[src/rtl/rs232_pkg.sv]
// rtl/rs232_pkg.sv - shared constants, FSM state type and bit-timing helper for the RS232 frame receiver
//
// Contents:
//   PARITY_NONE/ODD/EVEN : parity mode encodings for the PARITY parameter
//   state_e              : receiver FSM states
//   sample_point()       : clock-cycle offset (from the start edge) of the centre of slot k

package rs232_pkg;

  localparam int PARITY_NONE = 0;
  localparam int PARITY_ODD  = 1;
  localparam int PARITY_EVEN = 2;

  typedef enum logic [2:0] {
    ST_IDLE,
    ST_START,
    ST_DATA,
    ST_PARITY,
    ST_STOP
  } state_e;

  // Slot k spans [k*unit, (k+1)*unit) clocks; its centre is rounded to the
  // nearest clock and shifted by one because the timer starts at 0.
  function automatic int sample_point(input real unit_clks, input int k);
    return int'(unit_clks * (real'(k) + 0.5)) - 1;
  endfunction

endpackage

[src/rtl/rs232_sync.sv]
// rtl/rs232_sync.sv - two-flop synchroniser for an asynchronous single-bit input
//
// Ports:
//   clock_i : system clock
//   reset_i : synchronous active-high reset, loads RESET_VALUE into both flops
//   d_i     : asynchronous input
//   q_o     : synchronised output

module rs232_sync #(
  parameter logic RESET_VALUE = 1'b1
) (
  input  logic clock_i,
  input  logic reset_i,
  input  logic d_i,
  output logic q_o
);

  logic [1:0] ff_q;

  always_ff @(posedge clock_i) begin
    if (reset_i) begin
      ff_q <= {2{RESET_VALUE}};
    end else begin
      ff_q <= {ff_q[0], d_i};
    end
  end

  assign q_o = ff_q[1];

endmodule

[src/rtl/rs232_receive_frame.sv]
// rtl/rs232_receive_frame.sv - parametrised RS232 frame receiver with error flags and a one-entry output buffer
//
// Ports:
//   clock        : system clock
//   reset        : synchronous active-high reset
//   rs232_txd    : asynchronous serial line, idle high
//   data         : received word, valid while valid=1
//   valid        : buffered word available
//   ready        : consumer takes the word when valid && ready
//   parity_error : parity mismatch on the buffered word
//   frame_error  : a stop bit was sampled low on the buffered word
//   overrun      : sticky, a frame completed while the buffer was full
//
// Build option: RS232_RECEIVE_FRAME_MAJORITY_EN selects 2-of-3 majority
// sampling around each slot centre (requires at least 4 clocks per bit).

module rs232_receive_frame
  import rs232_pkg::*;
#(
  parameter real CLOCK_FREQ = 133000000.0,
  parameter real BAUD_RATE  = 115200.0,
  parameter int  DATA_BITS  = 8,
  parameter int  PARITY     = 0,
  parameter int  STOP_BITS  = 1
) (
  input  logic                 clock,
  input  logic                 reset,
  input  logic                 rs232_txd,
  output logic [DATA_BITS-1:0] data,
  output logic                 valid,
  input  logic                 ready,
  output logic                 parity_error,
  output logic                 frame_error,
  output logic                 overrun
);

  localparam real UNIT      = CLOCK_FREQ / BAUD_RATE;
  localparam int  PAR_SLOTS = (PARITY != PARITY_NONE) ? 1 : 0;
  localparam int  NSLOT     = 1 + DATA_BITS + PAR_SLOTS + STOP_BITS;
`ifdef RS232_RECEIVE_FRAME_MAJORITY_EN
  // The majority vote needs the sample after the centre, so decisions lag by one clock.
  localparam int  SAMPLE_LAG = 1;
`else
  localparam int  SAMPLE_LAG = 0;
`endif
  localparam int  LAST_FIRE = sample_point(UNIT, NSLOT - 1) + SAMPLE_LAG;
  localparam int  TW        = (LAST_FIRE < 1) ? 1 : $clog2(LAST_FIRE + 1);
  localparam int  SW        = 4;

  logic s;
  logic bit_v;

  rs232_sync #(.RESET_VALUE(1'b1)) u_sync (
    .clock_i (clock),
    .reset_i (reset),
    .d_i     (rs232_txd),
    .q_o     (s)
  );

`ifdef RS232_RECEIVE_FRAME_MAJORITY_EN
  if (UNIT < 4.0) begin : g_unit_too_small
    $error("majority sampling needs at least 4 clocks per bit");
  end

  // hist_q[0] holds s at the slot centre, hist_q[1] the cycle before it.
  logic [1:0] hist_q;
  always_ff @(posedge clock) begin
    if (reset) begin
      hist_q <= 2'b11;
    end else begin
      hist_q <= {hist_q[0], s};
    end
  end
  assign bit_v = (s & hist_q[0]) | (s & hist_q[1]) | (hist_q[0] & hist_q[1]);
`else
  assign bit_v = s;
`endif

  // Decision point per slot; unused entries are never reached.
  logic [TW-1:0] sp_tab [2**SW];
  for (genvar g = 0; g < 2**SW; g++) begin : g_sp
    if (g < NSLOT) begin : g_used
      localparam int SP_G = sample_point(UNIT, g) + SAMPLE_LAG;
      assign sp_tab[g] = TW'(SP_G);
    end else begin : g_unused
      assign sp_tab[g] = '1;
    end
  end

  state_e               state_q, state_d;
  logic [TW-1:0]        timer_q, timer_d;
  logic [SW-1:0]        slot_q, slot_d;
  logic [DATA_BITS-1:0] shift_q, shift_d;
  logic                 perr_q, perr_d;
  logic                 ferr_q, ferr_d;
  logic [DATA_BITS-1:0] data_q, data_d;
  logic                 valid_q, valid_d;
  logic                 pe_q, pe_d;
  logic                 fe_q, fe_d;
  logic                 ovr_q, ovr_d;
  logic                 fire;
  logic                 commit;
  logic                 par_exp;

  assign fire    = (timer_q == sp_tab[slot_q]);
  assign par_exp = (PARITY == PARITY_EVEN) ? (^shift_q) :
                   (PARITY == PARITY_ODD)  ? ~(^shift_q) : 1'b0;

  always_comb begin
    state_d = state_q;
    timer_d = timer_q + 1'b1;
    slot_d  = slot_q;
    shift_d = shift_q;
    perr_d  = perr_q;
    ferr_d  = ferr_q;
    commit  = 1'b0;

    unique case (state_q)
      ST_IDLE: begin
        timer_d = '0;
        slot_d  = '0;
        if (!s) begin
          state_d = ST_START;
          perr_d  = 1'b0;
          ferr_d  = 1'b0;
        end
      end
      ST_START: begin
        if (fire) begin
          if (bit_v) begin
            state_d = ST_IDLE;   // line went back high: glitch, not a start bit
          end else begin
            state_d = ST_DATA;
            slot_d  = slot_q + 1'b1;
          end
        end
      end
      ST_DATA: begin
        if (fire) begin
          shift_d = {bit_v, shift_q[DATA_BITS-1:1]};
          slot_d  = slot_q + 1'b1;
          if (slot_q == SW'(DATA_BITS)) begin
            state_d = (PARITY != PARITY_NONE) ? ST_PARITY : ST_STOP;
          end
        end
      end
      ST_PARITY: begin
        if (fire) begin
          perr_d  = bit_v ^ par_exp;
          slot_d  = slot_q + 1'b1;
          state_d = ST_STOP;
        end
      end
      ST_STOP: begin
        if (fire) begin
          if (!bit_v) begin
            ferr_d = 1'b1;
          end
          slot_d = slot_q + 1'b1;
          if (slot_q == SW'(NSLOT - 1)) begin
            state_d = ST_IDLE;   // leave now so a back-to-back start edge is seen
            commit  = 1'b1;
          end
        end
      end
      default: state_d = ST_IDLE;
    endcase

    valid_d = valid_q;
    data_d  = data_q;
    pe_d    = pe_q;
    fe_d    = fe_q;
    ovr_d   = ovr_q;
    if (commit) begin
      if (!valid_q || ready) begin
        valid_d = 1'b1;
        data_d  = shift_q;
        pe_d    = perr_q;
        fe_d    = ferr_d;    // includes the final stop sample taken this cycle
      end else begin
        ovr_d   = 1'b1;      // buffer still held: drop the new frame
      end
    end else if (valid_q && ready) begin
      valid_d = 1'b0;
    end
  end

  always_ff @(posedge clock) begin
    if (reset) begin
      state_q <= ST_IDLE;
      timer_q <= '0;
      slot_q  <= '0;
      shift_q <= '0;
      perr_q  <= 1'b0;
      ferr_q  <= 1'b0;
      data_q  <= '0;
      valid_q <= 1'b0;
      pe_q    <= 1'b0;
      fe_q    <= 1'b0;
      ovr_q   <= 1'b0;
    end else begin
      state_q <= state_d;
      timer_q <= timer_d;
      slot_q  <= slot_d;
      shift_q <= shift_d;
      perr_q  <= perr_d;
      ferr_q  <= ferr_d;
      data_q  <= data_d;
      valid_q <= valid_d;
      pe_q    <= pe_d;
      fe_q    <= fe_d;
      ovr_q   <= ovr_d;
    end
  end

  assign data         = data_q;
  assign valid        = valid_q;
  assign parity_error = pe_q;
  assign frame_error  = fe_q;
  assign overrun      = ovr_q;

endmodule

[config.mk]
export PLATFORM = sky130hd
export DESIGN_NAME = rs232_receive_frame
export DESIGN_NICKNAME = d
export VERILOG_FILES = /design/src/rtl/rs232_pkg.sv /design/src/rtl/rs232_sync.sv /design/src/rtl/rs232_receive_frame.sv
export SDC_FILE = /design/constraint.sdc
export NUM_CORES = 1
export LEC_CHECK = 0
export BUFFER_PORTS_ARGS = -buffer_cell sky130_fd_sc_hd__buf_2
export CAP_MARGIN = 30
export CORE_MARGIN = 5
export CORE_UTILIZATION = 30
export DETAILED_ROUTE_END_ITERATION = 6
export PLACE_DENSITY_LB_ADDON = 0.1
export SLEW_MARGIN = 20
export SYNTH_ARGS = -nofsm -noshare
export SYNTH_HDL_FRONTEND = slang
export SYNTH_HIERARCHICAL = 1
export SYNTH_SLANG_ARGS = --single-unit
[constraint.sdc]
create_clock -name clock -period 5.2 [get_ports clock]
set_input_delay 0.78 -clock clock [delete_from_list [all_inputs] [get_ports clock]]
set_output_delay 0.78 -clock clock [all_outputs]
set_load 0.005 [all_outputs]
==> metrics.yaml <==
die_h_um: 101
power_density_mw_per_mm2: 224
synth-simple-area-share_pct: 26.7
crit_arrival_ps: 3410
nets: 303
syn_inst: 287
synthTopCellsByArea: "dfxtp_1, mux2i_1, nor2_1"
path_clk_slew_ps: 90
syn_nets: 301
leakage_nw: 1.06
cap_violations: 0
remaining_drc_errors: 0
p_total_uw: 594
rows: 33
syn_to_final_growth_pct: 7.56
cts_sinks: 45
clk_path_buf_depth: 2
relSlewSlack_pct: 43.4
avgSynthCellArea_um2: 8.59
finalSetupViolCount: 0
fp.coreArea_mm2: 0.00809
status: "completed"
placed_area_mm2: 0.00256
cts_setup_buffers: 0
period_needed_ps: 3230
synth_top_area_cell: "dfxtp_1"
hpwl_um: 3700
gr-total-overflow: 0
crit_slowest_cell: "dfxtp_1"
synth_fa_ha_area_share_pct: 5.07
synth_cell_type_count: 49
slowest_delay_ps: 660
synth_ff_type: "dfxtp_1"
antenna_cells: 0
dpl.cell_count: 387
synth_edf_count: 0
synth_mux_area_share_pct: 8.78
fp.dieW_um: 101
viasPerCell: 4.77
io_pins: 16
synth_top_area_share_pct: 36.5
dr_total_vias: 1884
dr.pass1.iters: 4
holdWs_ps: 410
first_iter_violations: 66
finClkSkew_ps: 8.30
worstSkewPairLatency_ps: 300
rsz0062_at_grt: "false"
seq_area_frac_synth_pct: 36.5
gp_congestion: 0.723
tightestPinTransition_ps: 848
grt_start_max_net_pins: 30
synth_compound_area_share_pct: 11.1
cts_resized: 0
hold_buffers: 0
ys_ff_latch: 45
timing.final.crit_share_pct: 62.2
grt_antenna_before_repair: 0
worstPathCellList: "inv_2, ha_1, mux2_4, nor3_2, o211ai_1, nor4_4, nand4_1, mux2i_1, nor2_1"
synth_top_family_by_area: "simple AND/OR/NAND/NOR gates"
max_freq_ghz: 0.309
async_flop_share_pct: 0
design_area_mm2: 0.00265
ys_warn_count: 6
worstSetupPathType: "reg -> reg"
routed_wl_um: 5200
ir_drop_mv: 0.111
netlist_area_mm2: 0.00247
cts_max_level: 2
cts_buffers: 5
grt_pass1_vias: 1891
die-area_mm2: 0.0101
ant_nets: 0
cts-root-buf: "clkbuf_8"
slew_violations: 0
required_ps: 5380
track_usage_pct: 11.2
synthXorXnorAreaFrac_pct: 6.04
grt_first_pass_wirelength_um: 9170
final_cells: 395
finalHoldViolations: 0
cp-start-kind: "flip-flop"
crit_fanout: 14
avgRoutedWirePerCell_um: 13.2
drive_gt1_share_pct: 10.7
io_buffers: 15
fin_setup_tns_ps: 0
cts_tree: "done"
hold_path_class: "reg -> reg"
start_util_pct: 30.5
critPathCaptureType: "flip-flop"
==> layout make-up <==
type	count	area (um^2)
clock buffers	5	68.8
clock inverters	3	25.0
fillers	879	5440
inverters	8	30.0
multi-input cells	214	1420
flip-flops and latches	45	901
well taps	105	131
repair buffers	15	75.1
==> state kept, by name (all words and copies together) (netlist names) <==
| register | cells |
|---|---|
| data | 8 |
| timer_q | 14 |
| shift_q | 8 |
| ferr_q | 1 |
| perr_q | 1 |
| slot_q | 4 |
| u_sync/ff_q | 2 |
| state_q | 3 |
| frame_error | 1 |
| valid | 1 |
| overrun | 1 |
| parity_error | 1 |
==> per-layer routing <==
layer	track usage, %	part of all wire (%)	vias up
met3	2.42	2.6	6
li1	-	-	1002
met5	0	0	-
met4	3.73	1.4	0
met2	18.8	45	16
met1	14.1	51	860
==> placed cells by master (no fill, tap or decap), drive strengths merged, types with 3 or more instances in the layout <==
cell type	instances
or3	8
nor2	36
and3	5
nand2	15
nor2b	5
nand2b	11
clkbuf	5
xor2	10
nand3	14
mux2i	19
inv	10
ha	10
nor3	7
and2	3
buf	15
a21oi	10
o21ai	14
nand4	4
dfxtp	45
or2	3
xnor2	7
o211ai	5
==> power by group <==
group | internal (mW) | switching (mW)
Combinational | 0.00525 | 0.00958
Sequential | 0.346 | 0.00170
Clock | 0.0981 | 0.133
Total | 0.449 | 0.144
==> synth_stat cells, types with 2 or more instances <==
| master | n |
|---|---|
| o21ai_1 | 2 |
| nand3b_1 | 2 |
| nand4_1 | 4 |
| o211ai_1 | 5 |
| xnor2_1 | 7 |
| nand3_2 | 2 |
| nor3_1 | 6 |
| a31oi_1 | 2 |
| nand4b_1 | 2 |
| or2_1 | 2 |
| a21oi_1 | 10 |
| nand2_1 | 15 |
| a211oi_1 | 2 |
| nand3_1 | 12 |
| or3_1 | 8 |
| ha_1 | 10 |
| nor2b_1 | 5 |
| nand2b_1 | 11 |
| nor2_1 | 36 |
| dfxtp_1 | 45 |
| and2_1 | 3 |
| mux2i_1 | 19 |
| buf_6 | 3 |
| buf_4 | 2 |
| inv_1 | 7 |
| or4_1 | 2 |
| o22ai_1 | 2 |
| buf_2 | 7 |
| o21ai_0 | 12 |
| o21a_1 | 2 |
| o21bai_1 | 2 |
| xor2_1 | 10 |
| clkbuf_1 | 8 |
| and3_1 | 5 |
==> final timing paths <==
kind	from	end	slack [ps]	cells past startpoint
setup / recovery	slot_q[1]$_SDFFE_PP0P_	data[0]$_SDFFE_PP0P_	1970	9
setup reg to reg	slot_q[1]$_SDFFE_PP0P_	data[0]$_SDFFE_PP0P_	1970	9
hold / removal	u_sync/ff_q[0]$_SDFF_PP1_	u_sync/ff_q[1]$_SDFF_PP1_	410	1
hold reg to reg	u_sync/ff_q[0]$_SDFF_PP1_	u_sync/ff_q[1]$_SDFF_PP1_	410	1
==> stage by stage <==
stage / utilization [%] / setup WS [ps]
global route: 32.8 / 1610
detailed placement: 31.6 / 1900
global placement: 31.6 / 1950
CTS: 32.8 / 1880
floorplan: - / 2820
finish: 32.8 / 1970
==> critical path, delay by kind of cell, from the launching register on <==
kind,cells,cell delay (ps)
DFF,1,660
muxes,2,630
and+or+nand+nor,4,1150
buffers and inverters,1,150
AOI/OAI and AO/OA,1,160
adders and majority gates,1,360
==> cell families after synthesis <==
kind of cell / count (synthesis)
AO/OA/AOI/OAI: 44
XOR/XNOR: 17
adder cells (fa/ha/maj): 10
buffers and inverters: 28
flip-flops: 45
multiplexers: 21
AND/OR/NAND/NOR: 122
No activity file was read; power rests on OpenSTA's default activity.
